<file path="config.mk">
export PLATFORM = sky130hd
export DESIGN_NAME = key_loader
export DESIGN_NICKNAME = d
export VERILOG_FILES = /design/src/rtl/key_loader.sv
export SDC_FILE = /design/constraint.sdc
export NUM_CORES = 1
export LEC_CHECK = 0
export ABC_AREA = 1
export CAP_MARGIN = 25
export CORE_AREA = 3 3 128 191
export CTS_CLUSTER_DIAMETER = 80
export CTS_CLUSTER_SIZE = 30
export DETAILED_ROUTE_END_ITERATION = 7
export DIE_AREA = 0 0 131 194
export PLACE_DENSITY = 0.47
export SYNTH_ARGS = -nofsm -noshare
export SYNTH_HDL_FRONTEND = slang
export SYNTH_SLANG_ARGS = --single-unit
</file>
<file path="constraint.sdc">
create_clock -name clk -period 1.9 [get_ports clk]
set_clock_uncertainty 0.15 [all_clocks]
set_input_delay 0.38 -clock clk [delete_from_list [all_inputs] [get_ports clk]]
set_output_delay 0.38 -clock clk [all_outputs]
set_load 0.02 [all_outputs]
</file>
<file path="src/rtl/key_loader.sv">
// key_loader: serial key frame receiver with XOR check byte.
// Drives the unlock key only once a frame verifies; locks out after repeated failures.
module key_loader #(
    parameter int KEY_WIDTH    = 64,
    parameter int MAX_ATTEMPTS = 3
) (
    input  logic                 clk,
    input  logic                 rst,
    input  logic                 key_start,
    input  logic                 key_valid,
    input  logic                 key_bit,
    input  logic                 key_clear,
    output logic [KEY_WIDTH-1:0] key_out,
    output logic                 key_armed,
    output logic                 busy,
    output logic                 load_error,
    output logic                 locked_out,
    output logic [1:0]           attempts
);

    localparam int F  = KEY_WIDTH + 8;
    localparam int CW = $clog2(F + 1);

    typedef enum logic [2:0] {
        IDLE,
        LOAD,
        CHECK,
        ARMED,
        LOCKOUT
    } state_t;

    state_t         state;
    state_t         next;
    logic [F-1:0]   sr;
    logic [CW-1:0]  cnt;
    logic [7:0]     calc;
    logic           match;
    logic           last;
    logic [1:0]     att_inc;

    always_comb begin
        calc = '0;
        for (int i = 0; i < KEY_WIDTH / 8; i++) begin
            calc = calc ^ sr[8 + 8*i +: 8];
        end
    end

    assign match   = (calc == sr[7:0]);
    assign last    = key_valid && (cnt == CW'(F - 1));
    assign att_inc = attempts + 2'd1;

    always_ff @(posedge clk or negedge rst) begin
        if (!rst) begin
            state <= IDLE;
        end else begin
            state <= next;
        end
    end

    always_comb begin
        next = state;
        unique case (state)
            IDLE: begin
                if (key_start && !key_clear) next = LOAD;
            end
            LOAD: begin
                if (key_clear)      next = IDLE;
                else if (key_start) next = LOAD;
                else if (last)      next = CHECK;
            end
            CHECK: begin
                if (match)                            next = ARMED;
                else if (att_inc == 2'(MAX_ATTEMPTS)) next = LOCKOUT;
                else                                  next = IDLE;
            end
            ARMED: begin
                if (key_clear) next = IDLE;
            end
            LOCKOUT: next = LOCKOUT;
            default: next = IDLE;
        endcase
    end

    always_ff @(posedge clk or negedge rst) begin
        if (!rst) begin
            sr         <= '0;
            cnt        <= '0;
            key_out    <= '0;
            load_error <= 1'b0;
            attempts   <= 2'd0;
        end else begin
            load_error <= 1'b0;
            unique case (state)
                IDLE: begin
                    if (key_start && !key_clear) begin
                        sr  <= '0;
                        cnt <= '0;
                    end
                end
                LOAD: begin
                    if (!key_clear) begin
                        if (key_start) begin
                            sr  <= '0;
                            cnt <= '0;
                        end else if (key_valid) begin
                            sr  <= {sr[F-2:0], key_bit};
                            cnt <= cnt + CW'(1);
                        end
                    end
                end
                CHECK: begin
                    if (match) begin
                        key_out  <= sr[F-1:8];
                        attempts <= 2'd0;
                    end else begin
                        load_error <= 1'b1;
                        // lockout is entered at MAX, so this never wraps
                        if (attempts != 2'(MAX_ATTEMPTS)) attempts <= att_inc;
                    end
                end
                ARMED: begin
                    if (key_clear) key_out <= '0;
                end
                default: ;
            endcase
        end
    end

    assign key_armed  = (state == ARMED);
    assign busy       = (state == LOAD) || (state == CHECK);
    assign locked_out = (state == LOCKOUT);

endmodule

</file>
; Word-level counts from Yosys, hierarchy flattened
; Index checks and enable logic that the tools add are counted.
[word_totals]
register_bits = 149
in_bits = 6
[op_classes]
n_addsub = 2
eq_ne = 14
n_mux = 25
bitwise_logic = 7
reduce_logical = 12
[ops]
columns = op, count
row1 = $mux 72, 4
row2 = $pmux 72 s2, 1
row3 = $mux 64, 2
row4 = $pmux 64 s2, 1
row5 = $xor 8x8->8, 7
row6 = $mux 7, 4
row7 = $mux 3, 7
row8 = $pmux 3 s5, 1
row9 = $pmux 7 s2, 1
row10 = $ne 2x2->1 const B, 5
row11 = $eq 8x8->1, 1
row12 = $add 7x1->7 const B, 1
row13 = $eq 7x7->1 const B, 1
row14 = $eq 3x2->1 const B, 2
row15 = $reduce_and 3->1, 2
row16 = $reduce_bool 2->1, 3
row17 = $mux 2, 2
row18 = $ne 4x4->1 const B, 1
row19 = $reduce_and 4->1, 1
row20 = $eq 3x1->1 const B, 1
row21 = $eq 3x3->1 const B, 1
row22 = $logic_not 3->1, 1
row23 = $ne 3x3->1 const B, 1
row24 = $add 2x1->2 const B, 1
row25 = 6 further kinds, 8

; Depth between registers and ports, before layout
; Gate-level depths: netlist (run 1).
[logic_depth]
word_depth = 10
ltp_mapped = 17
mapped_depth_nobuf = 17

; Worst setup path after synthesis (run 1)
; OpenSTA, ideal clock, no wires.
[synth_path]
path_kind = register -> register
startpoint = reg sr[61]
endpoint = reg key_out[40]
arrival_time_ps = 1588
path_slack_ps = 44
path_stages_with_launch = 17
n_path_buf = 2
period_less_slack_ps = 1856
path_cell_list = dfrtp_1 -> inv_1 -> nand2_1 -> nand2_1 -> nand2_1 -> nand2_1 -> nand2_1 -> nand2_1 -> nand2_1 -> nand2_1 -> nand2_1 -> nor2_2 -> nand3_2 -> buf_4 -> buf_6 -> nand3_1 -> nand2_1
[synth_between]
elab_chain_cells = 5
[synth_rtl]
columns = item, line_no
row1 = from (decl), 34  ; logic [F-1:0] sr;
row2 = from (signal assigned), 106  ; sr <= {sr[F-2:0], key_bit};
row3 = $xor 8x8->8 (2 in series), 44  ; calc = calc ^ sr[8 + 8*i +: 8];
row4 = $eq 8x8->1, 48  ; assign match = (calc == sr[7:0]);
row5 = $ne 2x2->1 (no line), -
row6 = $reduce_and 3->1 (no line), -
row7 = to (signal assigned), 113  ; key_out <= sr[F-1:8];
row8 = to (decl), 13  ; output logic [KEY_WIDTH-1:0] key_out,
; Every way passes these cells.
; A chain may end at the register's enable or synchronous reset.

; Worst setup path after layout (run 1)
[layout_path]
startpoint = reg sr[23]
endpoint = reg key_out[36]
[layout_between]
elab_chain_cells = 10
[layout_rtl]
columns = item, line_no
row1 = $xor 8x8->8 (7 in series), 44
row2 = $eq 8x8->1, 48
row3 = $ne 2x2->1 (no line), -
row4 = $reduce_and 3->1 (no line), -
; Every way passes these cells.

==> key figures, run 1 <==
Worst setup path
  – Most used cell, CP: nand2_1
  – CP Class: reg -> reg
  – Critical path's largest stage delay: 420 ps
  – Crit-path slowest cell: dfrtp_1
  – Setup crit end kind: flop
  – Data required, critical path: between 2000 and 2500 ps
  – CP Max Fanout: 9
  – Crit path DAT: around 2300 ps
  – Critical path cell sequence: nand2_1, inv_1, nor2_2, nand2_1, nand2_1, nand2_1, nand2_1, nand2_1, nand2_2, nand2_2, nor2_4, nand3_4, buf_12, buf_12, nand3_1, nand2_1
  – Worst Setup Start Kind: flop

Drt
  – DRC Markers: 0
  – Drt pass-1 iters: 5
  – DRT Wirelength: 19600 um
  – Vias/cell: approximately 4.4
  – Iteration-0 DRC count of the detailed router: around 260
  – Via count: 6066
  – Avg WL per Cell: roughly 14 um
  – Final ANT Viol Nets: 0

Yosys
  – Largest family of logic cells by synthesized area: simple AND/OR/NAND/NOR gates
  – Syn_area_per_cell: ~8.3 sq um
  – Synth top area cells: dfrtp_1, nand2_1, nand3_1
  – Mux cell area share after synthesis: 0%
  – Top cell type by total area after synthesis: dfrtp_1
  – Simple-Gate Fraction of Synth Area: around a quarter
  – Share of the synthesized area in the top cell type: ~55%
  – Yosys reg bits: 149
  – Mapped Area: ~6800 sq um
  – Synth Net Count: roughly 830
  – Sequential fraction of the synthesis area: a little over half
  – Syn Inst Count: between 800 and 900
  – Compound-gate portion of the synthesized area: 7.56%
  – Yosys warnings: 0
  – Count of different cell masters after synthesis: 26
  – Synth Area in Adders: less than 1%
  – Post-Synth XOR/XNOR Area: ~2.3%

GRT
  – Largest net degree at the start of global routing: between 40 and 50
  – Total grt overflow: 0
  – Vias in the first global route: around 6.3k
  – Met1 layer usage reported by global route: 18.1%
  – First-pass GRT wire length: between 30000 and 40000 um
  – Initial antenna violation count: 0
  – Global-route met3 utilization: around 2.5%
  – Global routing's busiest layer: met2
  – Total GRT Usage: roughly 16%
  – Met2 GRT Util: approximately 29%

Timing
  – Hold Violations, Final: 0
  – Slew Viols, Final: 0
  – Highest clock rate: about 470 MHz
  – Max_slew headroom: between 60% and 70%
  – PnR worst setup slack: -207 ps
  – Final min period: ~2100 ps
  – Slew at the pin closest to its max-slew limit: roughly 470 ps
  – Final setup TNS: -12200 ps
  – Unrepaired setup endpoints after global routing: yes
  – Fin crit share: 111%
  – Final Hold Slack: between 300 and 400 ps
  – Setup-failing EPs final: 70

Clock network
  – # clock sinks: ~150
  – CTS tree: built
  – CTS Buf Count: 17
  – Root Driver: clkbuf_16
  – CTS clk-pin slew, worst paths: around 60 ps
  – H-tree levels: 4
  – Clock Latency Late Sink: approximately 430 ps
  – CTS max path bufs: 2

Floorplanning
  – IO Pins: 76
  – Core area: ~23000 sq um
  – Die area: roughly 25000 sq um
  – Die width: 131 um
  – Floorplan row count: 68
  – Initial Utilization: between 20 and 30%
  – Die height: ~190 um

Power
  – Overall power: ~13 mW
  – Pleak: approximately 5.5 nW
  – Cell area power density: about 1300 nW/um^2
  – Worst vdd ir: 0.000686 V

Cells and area
  – Layout Utilization: about 45%
  – Layout Nets: 1062
  – Ant diodes: 0
  – Layout area overhead: 50.8%
  – Share of cells above drive strength 1: between 20% and 30%

Hold path
  – HP Class: in -> async

Placed design
  – Port-buffer cells: 75
  – Final GP Congestion: slightly above 0.8
  – Placed wire-length estimate: approximately 14000 um
  – Pre-CTS setup slack: -307 ps

Run
  – MaxCap Viol Count: 0

Run status
  – Failing checks: setup timing
  – Status: complete, but fails checks
[kinds of logic after synthesis]
logic type | count (synthesis)
AOI/OAI and AO/OA | 83
and+or+nand+nor | 420
buffers and inverters | 149
xor gates and xnor gates | 18
adders and majority gates | 3
DFF | 149
[routing by layer]
metal / vias to the layer above / wire (um)
met5: - / 0
met4: 0 / 445
met3: 20 / 374
met2: 60 / 10800
met1: 2892 / 8040
li1: 3094 / -
[stage by stage]
stage	std cells	area (sq um)
after detailed placement	1326	9040
after global routing	1380	10300
final	1380	10300
after global placement	1326	9040
after CTS	1364	9830
after floorplan	822	6820
[power breakdown]
| group | leakage (nW) | switching (mW) | total, mW | internal (mW) |
|---|---|---|---|---|
| registers | 2.05 | 0.415 | 4.20 | 3.78 |
| logic | 3.13 | 2.97 | 5.13 | 2.16 |
| clock network | 0.299 | 1.34 | 3.61 | 2.27 |
| total | 5.49 | 4.73 | 12.9 | 8.22 |
[timing repair]
action                                  in CTS  in global routing
pin swaps                                    9                 19
buffers inserted                             5                 14
hold buffers                                 1                  0
cloned                                       2                  3
gates resized for setup                    116                 85
endpoints found under the setup margin     161                136
hold endpoints to repair                    40                  0
[cell usage in the layout (no fill, tap or decap), types with 9 or more instances in the layout]
master         netlist  layout
o22ai_1             73      67
nand3_2              1      34
buf_6                8      10
xnor2_1             11       9
clkbuf_16            0      20
buf_4                6     143
nand3_1             99      65
nand2_1            294     271
nand2_2              0      21
inv_2                6      17
buf_12               0      15
dlygate4sd2_1        0      66
inv_1              107      96
dfrtp_1            149     146
[worst max-delay path, delay by kind of cell, from the launching register on]
kind / cells / cell delay (ps)
and+or+nand+nor: 13 / 1010
DFF: 1 / 420
buffers and inverters: 3 / 380
[worst paths after layout]
| path | startpoint | end | slack, ps | cells past startpoint |
|---|---|---|---|---|
| max | sr[23]$_DFFE_PN0P_ | key_out[36]$_DFFE_PN0P_ | -210 | 16 |
| min | rst | sr[12]$_DFFE_PN0P_ | 310 | 2 |
| max reg2reg | sr[23]$_DFFE_PN0P_ | key_out[36]$_DFFE_PN0P_ | -210 | 16 |
| min reg2reg | key_out[27]$_DFFE_PN0P_ | key_out[27]$_DFFE_PN0P_ | 340 | 2 |
| max in group asynchronous | rst | sr[49]$_DFFE_PN0P_ | 640 | 3 |
| min in group clk | key_out[27]$_DFFE_PN0P_ | key_out[27]$_DFFE_PN0P_ | 340 | 2 |
[synth_stat cells]
| library cell | n |
|---|---|
| dfrtp_1 | 149 |
| a21oi_1 | 3 |
| nand4_1 | 2 |
| xnor2_1 | 11 |
| o22ai_1 | 73 |
| clkbuf_1 | 16 |
| nand3_2 | 1 |
| a2bb2oi_1 | 1 |
| xor2_1 | 7 |
| buf_2 | 5 |
| ha_1 | 3 |
| nand3b_1 | 1 |
| nor2_2 | 4 |
| a31oi_1 | 1 |
| o21ai_0 | 4 |
| inv_1 | 107 |
| nor2_1 | 16 |
| nor3_1 | 2 |
| inv_2 | 6 |
| nand3_1 | 99 |
| nand2_1 | 294 |
| buf_6 | 8 |
| a31o_2 | 1 |
| clkinv_2 | 1 |
| nor3_2 | 1 |
| buf_4 | 6 |
[area by class of cell]
type | instances | area, sq um
well taps | 315 | 394
clock inverters | 11 | 174
inverters | 114 | 433
multi-input cells | 524 | 2810
flip-flops and latches | 149 | 3730
clock buffers | 20 | 457
repair buffers | 247 | 2290
fillers | 2327 | 12800
[state kept, by name, indices dropped and copies added (netlist names)]
signal,flops
state,3
attempts,2
cnt,7
key_out,64
load_error,1
sr,72
Power figures use the tool's default switching activity.
==> run 2, diff against run 1 <==
- PLACE_DENSITY: 0.47 -> 0.45
- clock period: 1.9 -> 2.05 ns (I/O delays scaled with it)
==> run 2 against run 1 <==
Compared with the run above: the flow still finishes with violations (setup timing); critical endpoint is now key_out[37]$_DFFE_PN0P_; non-clock buffer count is 12 higher; via count grew 2.5%; largest cell class unchanged; first-iteration DRC count grew 31%; worst setup slack gained 83 ps; count of clock-buffer cells in the layout decreased by 3; die area unchanged; global-route usage grew 0.85 points; worst hold slack improved by 22 ps; clock power fell by 13%; cell count up 1.0%; sequential power shrank 7.9%.
==> key figures, run 2 (synthesized netlist as in run 1, its figures left out) <==
Clock network
  – CTS max path bufs: 2
  – CTS tree: built
  – H-tree levels: 4
  – Root Driver: clkbuf_16
  – Clock Latency Late Sink: between 400 and 500 ps
  – # clock sinks: 149
  – CTS clk-pin slew, worst paths: roughly 70 ps
  – CTS Buf Count: 17

Drt
  – DRT Wirelength: between 20000 and 25000 um
  – Drt pass-1 iters: 4
  – Iteration-0 DRC count of the detailed router: between 300 and 400
  – Vias/cell: ~4.5
  – Avg WL per Cell: 15.1 um
  – Final ANT Viol Nets: 0
  – Via count: between 6k and 7k
  – DRC Markers: 0

Timing
  – Final min period: between 2000 and 2500 ps
  – Unrepaired setup endpoints after global routing: yes
  – Fin crit share: 106%
  – Max_slew headroom: between 60% and 70%
  – Slew at the pin closest to its max-slew limit: about 500 ps
  – PnR worst setup slack: -125 ps
  – Final setup TNS: -4420 ps
  – Setup-failing EPs final: 65
  – Hold Violations, Final: 0
  – Slew Viols, Final: 0
  – Highest clock rate: 460 MHz

Worst setup path
  – Crit path DAT: 2350 ps
  – CP Class: reg -> reg
  – CP Max Fanout: 5
  – Setup crit end kind: flop
  – Data required, critical path: roughly 2200 ps
  – Worst Setup Start Kind: flop

Cells and area
  – Reg with most FFs: sr
  – Most common cell after layout, fill and taps aside: nand2_1
  – Ant diodes: 0
  – Commonest non-fill, non-tap cells in the layout: nand2_1, buf_4, dfrtp_1
  – Top flop regs: sr: 72 flops, key_out: 64 flops, cnt: 7 flops
  – Layout Nets: about 1.1k
  – Layout area overhead: 51.9%
  – Number of flip-flops in the largest register: a little over 70
  – Share of cells above drive strength 1: around 29%

Floorplanning
  – Floorplan row count: ~70
  – Die area: 25400 sq um
  – Die width: 131 um
  – Die height: approximately 190 um
  – Initial Utilization: between 20% and 30%
  – IO Pins: 76
  – Core area: around 23000 sq um

GRT
  – Total grt overflow: 0
  – Largest net degree at the start of global routing: 58
  – Total GRT Usage: between 10% and 20%
  – Initial antenna violation count: 0
  – Vias in the first global route: slightly above 6k
  – First-pass GRT wire length: around 32000 um

Placed design
  – Pre-CTS setup slack: -146 ps
  – Port-buffer cells: between 70 and 80
  – Placed wire-length estimate: between 10000 and 15000 um
  – Final GP Congestion: just under 0.8

Power
  – Overall power: about 12 mW
  – Cell area power density: around 1200 nW/um^2
  – Pleak: between 5 and 6 nW
  – Worst vdd ir: between 0.0006 and 0.0007 V

Run
  – MaxCap Viol Count: 0

Run status
  – Failing checks: setup timing
  – Status: complete, but fails checks

Hold path
  – HP Class: in -> async
-- run 2: metal layers --
metal / vias to the layer above / GRT usage (%) / part of all wire (%) / wire length, um
met3: 21 / 2.95 / 2.0 / 427
met2: 66 / 30.0 / 56 / 11700
met5: - / 0 / 0 / 0
met1: 3004 / 19.5 / 40 / 8490
met4: 0 / 5.41 / 1.9 / 402
li1: 3126 / - / - / -
-- run 2: report_power, final --
part	internal [mW]	switching [mW]	leakage [nW]
Combinational	2.28	2.75	2.97
Clock	1.72	1.43	0.283
Sequential	3.50	0.366	2.06
-- run 2: layout make-up --
| cell class | count | area [sq um] |
|---|---|---|
| clock inverters | 15 | 159 |
| multi-input cells | 524 | 2710 |
| fillers | 2321 | 12700 |
| repair buffers | 259 | 2490 |
| well taps | 315 | 394 |
| repair inverters | 1 | 11.3 |
| clock buffers | 17 | 425 |
| inverters | 114 | 440 |
| flip-flops and latches | 149 | 3730 |
-- run 2: final timing paths --
check	startpoint	to	slack, ps	cells past startpoint
min	rst	sr[13]$_DFFE_PN0P_	340	2
max in group asynchronous	rst	key_out[22]$_DFFE_PN0P_	810	3
max	sr[56]$_DFFE_PN0P_	key_out[37]$_DFFE_PN0P_	-120	14
min in group clk	key_out[28]$_DFFE_PN0P_	key_out[28]$_DFFE_PN0P_	340	2
min reg2reg	key_out[28]$_DFFE_PN0P_	key_out[28]$_DFFE_PN0P_	340	2
max reg2reg	sr[56]$_DFFE_PN0P_	key_out[37]$_DFFE_PN0P_	-120	14
-- run 2: timing repair --
action	in CTS	in global routing
setup buffers	12	19
resized for setup	47	76
hold buffers	1	0
gates cloned	3	9
endpoints found under the setup margin	66	76
hold endpoints to repair	42	0
pin swaps	4	28
-- run 2: metrics by stage --
stage / hold WS (ps) / cell area (sq um) / std cells / utilization (%)
global route: 367 / 10400 / 1394 / 45.0
detailed placement: 245 / 8940 / 1318 / 38.8
finish: 336 / 10400 / 1394 / 45.0
floorplan: -35.6 / 6820 / 822 / -
global placement: 242 / 8940 / 1318 / 38.8
CTS: 349 / 9840 / 1366 / 42.7
-- run 2: worst max-delay path, cell delays in order, from the launching register on --
cell,delay [ps]
dfrtp_1,400
xnor2_1,200
buf_4,170
inv_1,50
nand2_2,70
nand3_2,80
nand2_2,70
nand2_2,60
nor2_4,150
nand3_4,100
buf_4,170
buf_12,140
clkbuf_16,150
nand3_1,60
nand2_1,50
==> run 3, diff against run 2 <==
- HOLD_SLACK_MARGIN: default -> 0.06
==> results of run 3 <==
Final layout, timing and power as in run 2 (identical DEF).
